[config.mk]
export PLATFORM = sky130hd
export DESIGN_NAME = tcam_route_loader_flat
export DESIGN_NICKNAME = d
export VERILOG_FILES = /design/src/rtl/tcam_route_loader_if.sv /design/src/rtl/tcam_route_loader.sv /design/src/flat_wrapper.sv
export SDC_FILE = /design/constraint.sdc
export NUM_CORES = 1
export LEC_CHECK = 0
export CORE_UTILIZATION = 63
export CTS_CLUSTER_SIZE = 14
export DETAILED_ROUTE_END_ITERATION = 6
export GPL_TIMING_DRIVEN = 0
export PLACE_DENSITY = 0.86
export SLEW_MARGIN = 25
export SYNTH_ARGS = -nofsm -noshare
export SYNTH_HDL_FRONTEND = slang
export SYNTH_SLANG_ARGS = --single-unit
[constraint.sdc]
create_clock -name clk -period 8.9 [get_ports clk]
set_clock_uncertainty 0.2 [all_clocks]
set_input_delay 1.78 -clock clk [delete_from_list [all_inputs] [get_ports clk]]
set_output_delay 1.78 -clock clk [all_outputs]
set_load 0.02 [all_outputs]
[src/rtl/tcam_route_loader_if.sv]
// Management-side command/response handshake plus the TCAM write port.
// Latency: none, this is wiring only.
// Backpressure: cmd_valid/cmd_ready on commands, resp_valid/resp_ready on responses.
interface tcam_route_loader_if #(
    parameter int WIDTH = 32,
    parameter int IF_W  = 4
);
    logic                        cmd_valid;
    logic                        cmd_ready;
    logic [1:0]                  cmd_op;
    logic [WIDTH-1:0]            cmd_prefix;
    logic [5:0]                  cmd_len;
    logic [IF_W-1:0]             cmd_if;
    logic                        resp_valid;
    logic                        resp_ready;
    logic [2:0]                  resp_status;
    logic [7:0]                  resp_index;
    logic                        wr_en;
    logic [7:0]                  wr_index;
    logic [2*WIDTH+IF_W:0]       wr_data;

    modport master (
        output cmd_valid, cmd_op, cmd_prefix, cmd_len, cmd_if, resp_ready,
        input  cmd_ready, resp_valid, resp_status, resp_index,
        input  wr_en, wr_index, wr_data
    );

    modport slave (
        input  cmd_valid, cmd_op, cmd_prefix, cmd_len, cmd_if, resp_ready,
        output cmd_ready, resp_valid, resp_status, resp_index,
        output wr_en, wr_index, wr_data
    );
endinterface

[src/rtl/tcam_route_loader.sv]
// Route TCAM writer: turns add/delete/clear commands into TCAM write strobes, keeping a shadow table.
// Latency: ADD/DEL SIZE+2 cycles to response, errors SIZE+1, bad command 1, CLEAR SIZE+1.
// Backpressure: one command in flight; cmd_ready only in IDLE, response held until resp_ready.
module tcam_route_loader #(
    parameter int WIDTH = 32,
    parameter int SIZE  = 8,
    parameter int IF_W  = 4
) (
    input  logic                  clk,
    input  logic                  rst_n,
    tcam_route_loader_if.slave    bus
);
    localparam int IW    = (SIZE > 1) ? $clog2(SIZE) : 1;
    localparam int DEPTH = 1 << IW;

    localparam logic [1:0] OP_ADD = 2'b00;
    localparam logic [1:0] OP_DEL = 2'b01;
    localparam logic [1:0] OP_CLR = 2'b10;

    localparam logic [2:0] ST_ADDED    = 3'd0;
    localparam logic [2:0] ST_UPDATED  = 3'd1;
    localparam logic [2:0] ST_DELETED  = 3'd2;
    localparam logic [2:0] ST_CLEARED  = 3'd3;
    localparam logic [2:0] ST_FULL     = 3'd4;
    localparam logic [2:0] ST_NOTFOUND = 3'd5;
    localparam logic [2:0] ST_BADCMD   = 3'd6;

    typedef enum logic [2:0] {
        S_IDLE,
        S_SCAN,
        S_WRITE,
        S_CLR,
        S_RESP
    } state_t;

    state_t state, state_nxt;

    logic [IW-1:0]    cnt;
    logic [1:0]       op_q;
    logic [5:0]       len_q;
    logic [IF_W-1:0]  if_q;
    logic [WIDTH-1:0] mask_q;
    logic [WIDTH-1:0] prefix_q;
    logic             match_found, free_found;
    logic [IW-1:0]    match_idx, free_idx, tgt_idx;
    logic [2:0]       st_q;
    logic [7:0]       ridx_q;

    logic             sh_vld [DEPTH];
    logic [WIDTH-1:0] sh_pfx [DEPTH];
    logic [5:0]       sh_len [DEPTH];
    logic [IF_W-1:0]  sh_if  [DEPTH];

    logic             cmd_ready_int, accept, bad_cmd, last;
    logic             hit_now, free_now, m_any, f_any;
    logic [IW-1:0]    m_idx, f_idx;
    logic [WIDTH-1:0] cmd_mask;

    // Top len bits set; a shift of WIDTH or more yields all ones, len 0 yields zero.
    function automatic logic [WIDTH-1:0] len_mask(input logic [5:0] len);
        return ~({WIDTH{1'b1}} >> len);
    endfunction

    assign cmd_ready_int = rst_n && (state == S_IDLE);
    assign accept        = bus.cmd_valid && cmd_ready_int;
    assign bad_cmd       = (int'(bus.cmd_len) > WIDTH) || (bus.cmd_op == 2'b11);
    assign cmd_mask      = len_mask(bus.cmd_len);
    assign last          = (cnt == IW'(SIZE - 1));

    assign hit_now  = sh_vld[cnt] && (sh_pfx[cnt] == prefix_q) && (sh_len[cnt] == len_q);
    assign free_now = !sh_vld[cnt];
    assign m_any    = match_found || hit_now;
    assign f_any    = free_found || free_now;
    assign m_idx    = match_found ? match_idx : cnt;
    assign f_idx    = free_found ? free_idx : cnt;

    always_ff @(posedge clk or negedge rst_n) begin
        if (!rst_n) state <= S_IDLE;
        else        state <= state_nxt;
    end

    always_comb begin
        state_nxt = state;
        case (state)
            S_IDLE: begin
                if (accept) begin
                    if (bad_cmd)                  state_nxt = S_RESP;
                    else if (bus.cmd_op == OP_CLR) state_nxt = S_CLR;
                    else                          state_nxt = S_SCAN;
                end
            end
            S_SCAN: begin
                if (last) begin
                    if (op_q == OP_ADD) state_nxt = (m_any || f_any) ? S_WRITE : S_RESP;
                    else                state_nxt = m_any ? S_WRITE : S_RESP;
                end
            end
            S_WRITE: state_nxt = S_RESP;
            S_CLR:   if (last) state_nxt = S_RESP;
            S_RESP:  if (bus.resp_ready) state_nxt = S_IDLE;
            default: state_nxt = S_IDLE;
        endcase
    end

    always_ff @(posedge clk or negedge rst_n) begin
        if (!rst_n) begin
            cnt         <= '0;
            op_q        <= '0;
            len_q       <= '0;
            if_q        <= '0;
            mask_q      <= '0;
            prefix_q    <= '0;
            match_found <= 1'b0;
            free_found  <= 1'b0;
            match_idx   <= '0;
            free_idx    <= '0;
            tgt_idx     <= '0;
            st_q        <= '0;
            ridx_q      <= '0;
        end else begin
            case (state)
                S_IDLE: begin
                    cnt         <= '0;
                    match_found <= 1'b0;
                    free_found  <= 1'b0;
                    if (accept) begin
                        op_q     <= bus.cmd_op;
                        len_q    <= bus.cmd_len;
                        if_q     <= bus.cmd_if;
                        mask_q   <= cmd_mask;
                        prefix_q <= bus.cmd_prefix & cmd_mask;
                        if (bad_cmd) begin
                            st_q   <= ST_BADCMD;
                            ridx_q <= '0;
                        end
                    end
                end
                S_SCAN: begin
                    cnt <= cnt + 1'b1;
                    if (hit_now && !match_found) begin
                        match_found <= 1'b1;
                        match_idx   <= cnt;
                    end
                    if (free_now && !free_found) begin
                        free_found <= 1'b1;
                        free_idx   <= cnt;
                    end
                    // Resolve outcome using this cycle's entry as well as earlier ones.
                    if (last) begin
                        if (op_q == OP_ADD) begin
                            if (m_any) begin
                                tgt_idx <= m_idx;
                                st_q    <= ST_UPDATED;
                                ridx_q  <= 8'(m_idx);
                            end else if (f_any) begin
                                tgt_idx <= f_idx;
                                st_q    <= ST_ADDED;
                                ridx_q  <= 8'(f_idx);
                            end else begin
                                st_q    <= ST_FULL;
                                ridx_q  <= '0;
                            end
                        end else begin
                            if (m_any) begin
                                tgt_idx <= m_idx;
                                st_q    <= ST_DELETED;
                                ridx_q  <= 8'(m_idx);
                            end else begin
                                st_q    <= ST_NOTFOUND;
                                ridx_q  <= '0;
                            end
                        end
                    end
                end
                S_CLR: begin
                    cnt <= cnt + 1'b1;
                    if (last) begin
                        st_q   <= ST_CLEARED;
                        ridx_q <= '0;
                    end
                end
                default: ;
            endcase
        end
    end

    always_ff @(posedge clk or negedge rst_n) begin
        if (!rst_n) begin
            for (int i = 0; i < DEPTH; i++) sh_vld[i] <= 1'b0;
        end else if (state == S_WRITE) begin
            sh_vld[tgt_idx] <= (op_q == OP_ADD);
        end else if (state == S_CLR) begin
            sh_vld[cnt] <= 1'b0;
        end
    end

    // Entry payload is only meaningful while its valid bit is set, so it needs no reset.
    always_ff @(posedge clk) begin
        if (state == S_WRITE && op_q == OP_ADD) begin
            sh_pfx[tgt_idx] <= prefix_q;
            sh_len[tgt_idx] <= len_q;
            sh_if[tgt_idx]  <= if_q;
        end
    end

    assign bus.cmd_ready   = cmd_ready_int;
    assign bus.resp_valid  = (state == S_RESP);
    assign bus.resp_status = (state == S_RESP) ? st_q : 3'd0;
    assign bus.resp_index  = (state == S_RESP) ? ridx_q : 8'd0;
    assign bus.wr_en       = (state == S_WRITE) || (state == S_CLR);
    assign bus.wr_index    = (state == S_WRITE) ? 8'(tgt_idx) :
                             (state == S_CLR)   ? 8'(cnt)     : 8'd0;
    assign bus.wr_data     = (state == S_WRITE && op_q == OP_ADD) ?
                             {1'b1, if_q, mask_q, prefix_q} : '0;
endmodule

[src/flat_wrapper.sv]
// flat-port wrapper written by rule: the top's interface ports become plain ports
module tcam_route_loader_flat 
#(
    parameter int WIDTH = 32,
    parameter int SIZE  = 8,
    parameter int IF_W  = 4
)
  (clk, rst_n, bus_cmd_valid, bus_cmd_op, bus_cmd_prefix, bus_cmd_len, bus_cmd_if, bus_resp_ready, bus_cmd_ready, bus_resp_valid, bus_resp_status, bus_resp_index, bus_wr_en, bus_wr_index, bus_wr_data);
  tcam_route_loader_if #(.WIDTH(WIDTH), .IF_W(IF_W)) bus_i ();
  input  logic clk;
  input  logic rst_n;
  input wire logic [$bits(bus_i.cmd_valid)-1:0] bus_cmd_valid;
  input wire logic [$bits(bus_i.cmd_op)-1:0] bus_cmd_op;
  input wire logic [$bits(bus_i.cmd_prefix)-1:0] bus_cmd_prefix;
  input wire logic [$bits(bus_i.cmd_len)-1:0] bus_cmd_len;
  input wire logic [$bits(bus_i.cmd_if)-1:0] bus_cmd_if;
  input wire logic [$bits(bus_i.resp_ready)-1:0] bus_resp_ready;
  output wire logic [$bits(bus_i.cmd_ready)-1:0] bus_cmd_ready;
  output wire logic [$bits(bus_i.resp_valid)-1:0] bus_resp_valid;
  output wire logic [$bits(bus_i.resp_status)-1:0] bus_resp_status;
  output wire logic [$bits(bus_i.resp_index)-1:0] bus_resp_index;
  output wire logic [$bits(bus_i.wr_en)-1:0] bus_wr_en;
  output wire logic [$bits(bus_i.wr_index)-1:0] bus_wr_index;
  output wire logic [$bits(bus_i.wr_data)-1:0] bus_wr_data;
  assign bus_i.cmd_valid = bus_cmd_valid;
  assign bus_i.cmd_op = bus_cmd_op;
  assign bus_i.cmd_prefix = bus_cmd_prefix;
  assign bus_i.cmd_len = bus_cmd_len;
  assign bus_i.cmd_if = bus_cmd_if;
  assign bus_i.resp_ready = bus_resp_ready;
  assign bus_cmd_ready = bus_i.cmd_ready;
  assign bus_resp_valid = bus_i.resp_valid;
  assign bus_resp_status = bus_i.resp_status;
  assign bus_resp_index = bus_i.resp_index;
  assign bus_wr_en = bus_i.wr_en;
  assign bus_wr_index = bus_i.wr_index;
  assign bus_wr_data = bus_i.wr_data;
  tcam_route_loader #(.WIDTH(WIDTH), .SIZE(SIZE), .IF_W(IF_W)) u_core (.clk(clk), .rst_n(rst_n), .bus(bus_i));
endmodule
==> reports/results.txt, run 1 <==
The tree built by TritonCTS fans out to 410 sinks. The clock network fraction of design power is 0.282, and the pin count of the biggest net entering global routing is 64. The normalized max-slew margin was 0.2651; the number of I/O pins was 139. The share of post-route cells with drive strength above 1 was 0.1279. Synthesis inferred 410 register bits. The clock reaches the later pin of the worst-skew pair after 540 ps. The post-synthesis area per instance came out at 14.07 sq um.

The count of input and output buffers came out at 125. After layout, the minimum clock period comes to 6134 ps. The logic depth of the worst register-to-register path works out to 15. Area used by multi-input combinational logic: 5528 sq um.

The tools report the nature of the critical path startpoint as a flip-flop. Once placement completed, the tool counted placed cells totaling 1793. At the end of routability-driven placement, the weighted congestion stood at 0.9694. For the number of maximum-capacitance constraint violations, the log shows 0. In this run the power density over the cells is 275.2 nW/um^2. Data on the critical path is required at its endpoint by 6920 ps.

The die is 169.8 um wide. Clock tree synthesis inserted a total of 39 buffers. The critical setup path kind is reg -> out. The share of flip-flops with an asynchronous set or reset after synthesis came out at 0.2585. Data on the critical path arrives at its endpoint at 4150 ps. In this run the worst hold path is classified as reg -> reg. The number of enable-type register cells in the synthesized netlist came out at 304. Once the clock tree was built, the resizer swapped 0 gates to a different size. The final routed DRC violation total was 0.

The part of the Yosys area used for sequential elements was 0.6644; the maximum vdd ir drop was 0.0001637 V. The total half-perimeter wirelength after legalization and detailed placement is 33710 um, and the slew at the pin closest to its max-slew limit is 1102 ps. Setup repair after global routing left no endpoint under its margin. The run gives 21220 sq um as the summed area of non-filler cells in the final layout. The largest area contributor in the synthesized netlist is edfxtp_1. The maximum fanout encountered on the critical timing path is 11.

For this block, the initial DRC count from the detailed router was 1820. The switching share of total power was 0.3310. The placeable core area was 27710 sq um.

By area the synthesized netlist is led by edfxtp_1 (51%), dfrtp_1 (15%), mux2i_1 (5.1%). Via count of the first global-routing pass: 12619. The floorplan step defined a die boundary enclosing 28820 sq um.

The tools report the final cell utilization of the core as 0.7658. Setup slack on the critical path of the routed design comes to 2766 ps. The area growth from synthesis to layout is 19.65%. The number of antenna violations at the first check in global routing was 2. The logs give 0 for the count of final max-slew check failures and 0 for the total congestion overflow after global routing. The filler cell count is 1466, and the vertical die dimension is 169.8 um. The final critical-path share of the clock period is 0.6892, and the count of cell types in the netlist is 71. The global router's overall resource usage is 0.3715, and the cell depth of the worst hold path is 2. The portion of total power attributed to combinational logic was 0.246. The starting density of the core was 0.6400; the count of placed standard cells in the final layout, fillers left out was 1865. The run gives 61 as the placement row count. Counting along the longest clock path gives a buffer depth of 3.

The run gives 0 as the number of warnings reported in the yosys synthesis log. After clock tree synthesis, the clock-pin slew on the worst setup and hold paths is 60 ps. Once placement finished, the instance area stood at 19980 sq um. Dividing the detail-routed wire length by the instance count gives 28.01 um. The run gives 0.003906 W as the cell-internal power.

The run gives 12569 as the via total after detailed routing. The flow ran to the end, and the final reports show no timing, DRC or antenna violations. The run gives 0.472 as the register share of total power.

For this run, the leading register cell type out of synthesis is edfxtp_1. In this run the static leakage power is 7.766 nW. Count of H-tree levels built during CTS: 2.

The first detailed-routing pass took 5 iterations. The fraction of synthesized cell area taken by the top area cell type was 0.5148. The root buffer cell chosen for the clock tree is clkbuf_16. The logs give 77050 um for the wire length of the first global-routing pass and 52250 um for the final wirelength.

The gate count of the mapped netlist was 1260. Setup violations remaining at the end of the flow were counted as 0. The average via count per standard cell was 6.739; the final antenna-violating net count was 0. The type of element capturing the critical path is an output port. The run gives 0 as the number of post-CTS setup repair buffers. Summing every instance area after synthesis gives 17730 sq um.

TritonCTS built the clock tree. The worst slack at placement was 3499 ps; the switching power was 0.001933 W. For the area used by sequential logic in the layout, the log shows 11780 sq um. For the final number of hold-violating endpoints, the log shows 0.

The net count of the finished layout is 1508. The overall power of the completed layout was 0.005839 W; the register-to-register path setup slack was 3100 ps. The run gives 0.1630 GHz as the highest achievable clock rate. The hold-fix buffer count after cts was 0.
kinds of logic after synthesis:
logic type      share of synthesized area
other cells                     0.0002115
compound gates                    0.07430
mux                                0.1081
simple gates                       0.1098
fa+ha+maj                        0.002823
xor+xnor                          0.01136
flops                              0.6644
buf+inv                           0.02900
cell usage in the layout, fill, tap and decap left out, types with 41 or more instances in the layout:
| master | instances |
|---|---|
| edfxtp_1 | 304 |
| dfrtp_1 | 106 |
| nand2_1 | 139 |
| nor2_1 | 49 |
| clkbuf_16 | 41 |
| clkbuf_1 | 60 |
| and2_1 | 76 |
| o21ai_0 | 44 |
| mux2i_1 | 91 |
| clkdlybuf4s50_1 | 124 |
worst paths after layout:
check | start | endpoint
min reg2reg | u_core.if_q[2] | u_core.if_q[2]
max reg2reg | u_core.cnt[1] | u_core.tgt_idx[1]
min | u_core.if_q[2] | u_core.if_q[2]
min in group asynchronous | rst_n | u_core.if_q[3]
max in group asynchronous | rst_n | u_core.prefix_q[31]
max | u_core.state[2] | bus_wr_data[20]
per-stage QoR:
step                      hold slack (ps)  setup TNS [ps]
after floorplan                     237.4               0
after global placement              251.7          -118.1
after detailed placement            256.6               0
after CTS                           274.4               0
after global routing                306.7               0
final                               271.4               0
state kept, by name (all words and copies together), names as in the netlist, 4 cells and up:
name / count
u_core.len_q: 5
u_core.sh_len: 48
u_core.if_q: 4
u_core.sh_pfx: 256
u_core.mask_q: 32
u_core.sh_vld: 8
u_core.prefix_q: 32
synthesized netlist by cell type (6+ instances only):
cell type  instances
nand2b_1          10
a31o_2             8
nand3_1           22
nor2_1            56
a31oi_1           14
nor4_1             8
a21o_1            14
xnor2_1           11
buf_2              8
edfxtp_1         304
nor3_1            10
a21oi_1           30
o211ai_1           6
xor2_1            12
and3_1             8
mux2i_1           91
inv_1             15
or3_1             10
nand2_1          139
and2_1            76
nand4_1           11
mux4_2            34
buf_4             18
dfrtp_1          106
a21boi_0           6
a22oi_1           19
a22o_1            15
o21ai_0           44
nor2b_1            6
clkbuf_1          51
mux2_2            17
critical path: stages (launching register included):
cell             delay (ps)
dfrtp_1                 370
clkbuf_1                200
nand2b_1                300
nor3_1                  490
clkbuf_1                660
clkbuf_1                670
and2_1                  270
clkdlybuf4s50_1         650
per-layer routing:
layer	track usage	routed length, um
met1	0.4746	17910
met2	0.5989	24850
met3	0.08396	6431
met4	0.1947	3036
met5	0	15
power by group through the flow:
stage | sequential, W | clock, W | combinational [W]
floorplan | 0.00263 | 0 | 0.000958
global placement | 0.00273 | 0 | 0.00131
detailed placement | 0.00276 | 0 | 0.00137
CTS | 0.00273 | 0.00163 | 0.00140
global route | 0.00277 | 0.00170 | 0.00151
finish | 0.00276 | 0.00165 | 0.00144
layout make-up:
class,instances,area share
Antenna cell,1,0.0001179
Tap cell,378,0.02229
Timing Repair Buffer,146,0.07920
Inverter,16,0.002831
Sequential cell,410,0.5553
Clock inverter,18,0.006428
Buffer,87,0.02141
Multi-Input combinational cell,756,0.2605
Clock buffer,53,0.05190
No activity file was read; power rests on OpenSTA's default activity.
==> run 2, diff against run 1 <==
--- a/config.mk
+++ b/config.mk
@@ -5,11 +5,11 @@
 export SDC_FILE = /design/constraint.sdc
 export NUM_CORES = 1
 export LEC_CHECK = 0
-export CORE_UTILIZATION = 63
+export CORE_UTILIZATION = 58
 export CTS_CLUSTER_SIZE = 14
 export DETAILED_ROUTE_END_ITERATION = 6
 export GPL_TIMING_DRIVEN = 0
-export PLACE_DENSITY = 0.86
+export PLACE_DENSITY = 0.8
 export SLEW_MARGIN = 25
 export SYNTH_ARGS = -nofsm -noshare
 export SYNTH_HDL_FRONTEND = slang
==> constraint.sdc (replaced) <==
create_clock -name clk -period 6.3 [get_ports clk]
set_clock_uncertainty 0.2 [all_clocks]
set_input_delay 1.26 -clock clk [delete_from_list [all_inputs] [get_ports clk]]
set_output_delay 1.26 -clock clk [all_outputs]
set_load 0.02 [all_outputs]
==> run 2 against run 1 <==
  * Routed wire length decreased by 5.7%
  * Combinational power increased by 37%
  * Sequential share of layout area fell by 0.24 points
  * Sequential power increased by 41%
  * Total power is 41% higher
  * Core utilization is 5.3 points lower
  * Global-route usage is 4.5 points lower
  * Critical path type unchanged
  * Cell count rose by 0.70%
  * Non-clock buffer count stayed put
==> reports/results.txt, run 2 (same netlist as run 1, synthesis figures left out) <==
The count of input and output buffers was 125; the maximum vdd ir drop was 0.0003042 V. CTS saw 410 sinks. The net count of the finished layout is 1508. Clock-pin slew was measured on the worst setup and hold paths at 60 ps. Relative to the synthesized area, the layout overhead comes to 20.17%. The tools report the count of final max-slew check failures as 0.

The placed instances occupy a cell area of 20010 sq um. The worst hold path was traced through 2 stages. Of all nets on the critical path, the largest fanout is 11. The first routing iteration left 1356 violations. The critical setup path kind is reg -> out.

In this run the post-CTS setup repair buffer count came out at 0. Setup repair after global routing left no endpoint under its margin. The first global-routing pass estimated 74060 um of wire.

Together, buffers and inverters on the worst path number 4. In the final timing run, aggregate negative setup slack is 0 ps. The run gives 0.2545 as the normalized max-slew margin. The average via count per standard cell was 6.453; the depth of the critical timing path with buffers and inverters included was 7. The final critical-path share of the clock period is 0.9150, and the final wirelength is 49270 um. Width of the die: 176.9 um.

The cell with the largest stage delay on the worst path is clkbuf_1. In the layout the commonest cells are edfxtp_1 (304), nand2_1 (139), clkdlybuf4s50_1 (124), dfrtp_1 (106), mux2i_1 (91). The top cell family by delay on the critical path is buffers and inverters. Starting density of the core: 0.5935. The final antenna-violating net count came out at 0.

STA puts the critical path data required time at 4840 ps. Routed wirelength normalized by instance count: 26.24 um. The final number of hold-violating endpoints came out at 0. The logic depth of the worst register-to-register path works out to 15. The min-delay analysis places its worst path in the category reg -> reg. The time the final worst path needs with I/O delays and setup came out at 5765 ps. Total clock buffers created by CTS: 39. The flow ran to the end, and the final reports show no timing, DRC or antenna violations. After global routing the overflow that remains totals 0. Gates resized during post-CTS repair numbered 0. The tools report the final cell utilization of the core as 0.7133. On the worst path, the slowest cell contributes a delay of 800 ps.

The share of post-route cells with drive strength above 1 is 0.1284, and the final setup violation count is 0. For the pin with the worst max-slew slack, the measured transition is 1118 ps. The logs give 11963 for the via count of the first global-routing pass and 0.1735 GHz for the highest achievable clock rate. The library cell used most frequently in the layout, excluding fill and tap cells, is edfxtp_1.

The leakage power came out at 7.796 nW. TritonCTS built the clock tree. The data arrival time of the worst path was 4300 ps; the pin count of the biggest net entering global routing was 65. The tools report the type of element capturing the critical path as an output port. Before CTS, the worst setup slack after placement is 1145 ps. In this run the core area contains 63 standard-cell rows. For the worst-skew pair, the clock arrives at the later sink with an insertion delay of 540 ps.

Dividing total power by cell area gives a power density of 385.9 nW/um^2. After floorplanning, the core was sized to cover 29870 sq um. The number of flip-flops under the largest register name was 256; the final worst slack was 535.2 ps.

Routability-driven placement finished with a final weighted congestion of 0.9684. Counting stages on the worst path, the most repeated cell is clkbuf_1. The tools report the detailed-router iteration count before antenna repair as 6. The register with the most flip-flops is u_core.sh_pfx. In this run the vertical extent of the chip is 176.9 um. The filler cell count is 1826, and the global router's overall resource usage is 0.3263.

The number of maximum-capacitance constraint violations came out at 0. The tools report the total half-perimeter wirelength after legalization and detailed placement as 34040 um. STA classifies the critical path startpoint as a flip-flop. For the floorplan die area, the log shows 31280 sq um. The number of I/O pins is 139. In the final layout, the registers with the most flip-flops are u_core.sh_pfx (256), u_core.sh_len (48).

The hold-fix buffer count after cts was 0. The logs give 12118 for the via total after detailed routing and 3 for the maximum buffer depth of the clock tree. Once layout is done, the placed cells without fillers occupy 21310 sq um. The tools report the number of antenna violations at the first check in global routing as 2. Traced cell by cell, the critical path runs through clkbuf_1 -> nand2b_1 -> nor3_1 -> clkbuf_1 -> clkbuf_1 -> and2_1 -> clkdlybuf4s50_1. For the count of H-tree levels built during CTS, the log shows 2. The CTS root buffer was clkbuf_16. In the routed design, unresolved DRC markers number 0.
## run 2: cell count changes in the layout (fill, tap and decap cells not counted), sizes merged
| cell | previous run | this run |
|---|---|---|
| bufinv | 2 | 3 |
| clkbuf | 104 | 106 |
| clkinv | 16 | 13 |
| inv | 15 | 16 |
## run 2: path summary, 6_finish.rpt
kind | endpoint | from | slack (ps)
max | bus_wr_data[37] | u_core.state[2] | 540
min | u_core.if_q[0] | u_core.if_q[0] | 270
max reg2reg | u_core.tgt_idx[2] | u_core.cnt[1] | 960
min reg2reg | u_core.if_q[0] | u_core.if_q[0] | 270
max in group asynchronous | u_core.prefix_q[3] | rst_n | 4740
min in group asynchronous | u_core.if_q[3] | rst_n | 460
## run 2: metal layers
layer	vias to the layer above	track usage	routed length (um)
met1	5998	0.4428	18760
met5	-	0	0
met4	0	0.1634	2403
met3	165	0.05477	4903
met2	854	0.5136	23200
li1	5101	-	-
## run 2: report_power, final
part,leakage (nW),internal [W],switching [W]
clock network,0.636,0.00138,0.00100
logic,3.07,0.000795,0.00117
registers,4.09,0.00341,0.000465
## run 2: final cells by class
| class | count | area [sq um] | area share |
|---|---|---|---|
| diodes | 1 | 2.502 | 0.0001174 |
| plain buffers | 87 | 454.2 | 0.02131 |
| clock buffers | 55 | 1127 | 0.05290 |
| clock inverters | 17 | 173.9 | 0.008162 |
| inverters | 16 | 60.06 | 0.002818 |
| multi-input cells | 756 | 5528 | 0.2594 |
| flip-flops and latches | 410 | 11780 | 0.5529 |
| well taps | 390 | 488.0 | 0.02290 |
| repair buffers | 146 | 1694 | 0.07950 |
## run 2: per-stage QoR
stage	cells	total power, W	hold slack (ps)
after floorplan	1269	0.005064	237.4
after global placement	1784	0.005731	251.6
after detailed placement	1805	0.005830	257.9
after CTS	1877	0.008183	273.0
after global routing	1877	0.008495	284.4
final	1878	0.008223	269.9
## run 2: worst reg2reg max path: stages, from the launching register on
cell      delay [ps]
dfrtp_1          430
buf_2            200
buf_2            340
clkbuf_1         690
clkbuf_1         570
o21ai_0          240
nand3_1          280
nand3_1          120
nor4_1           330
nand4_2          280
o21bai_4         310
inv_1             80
ha_1             200
nor4_1           410
o31ai_2          190
mux2_1           340
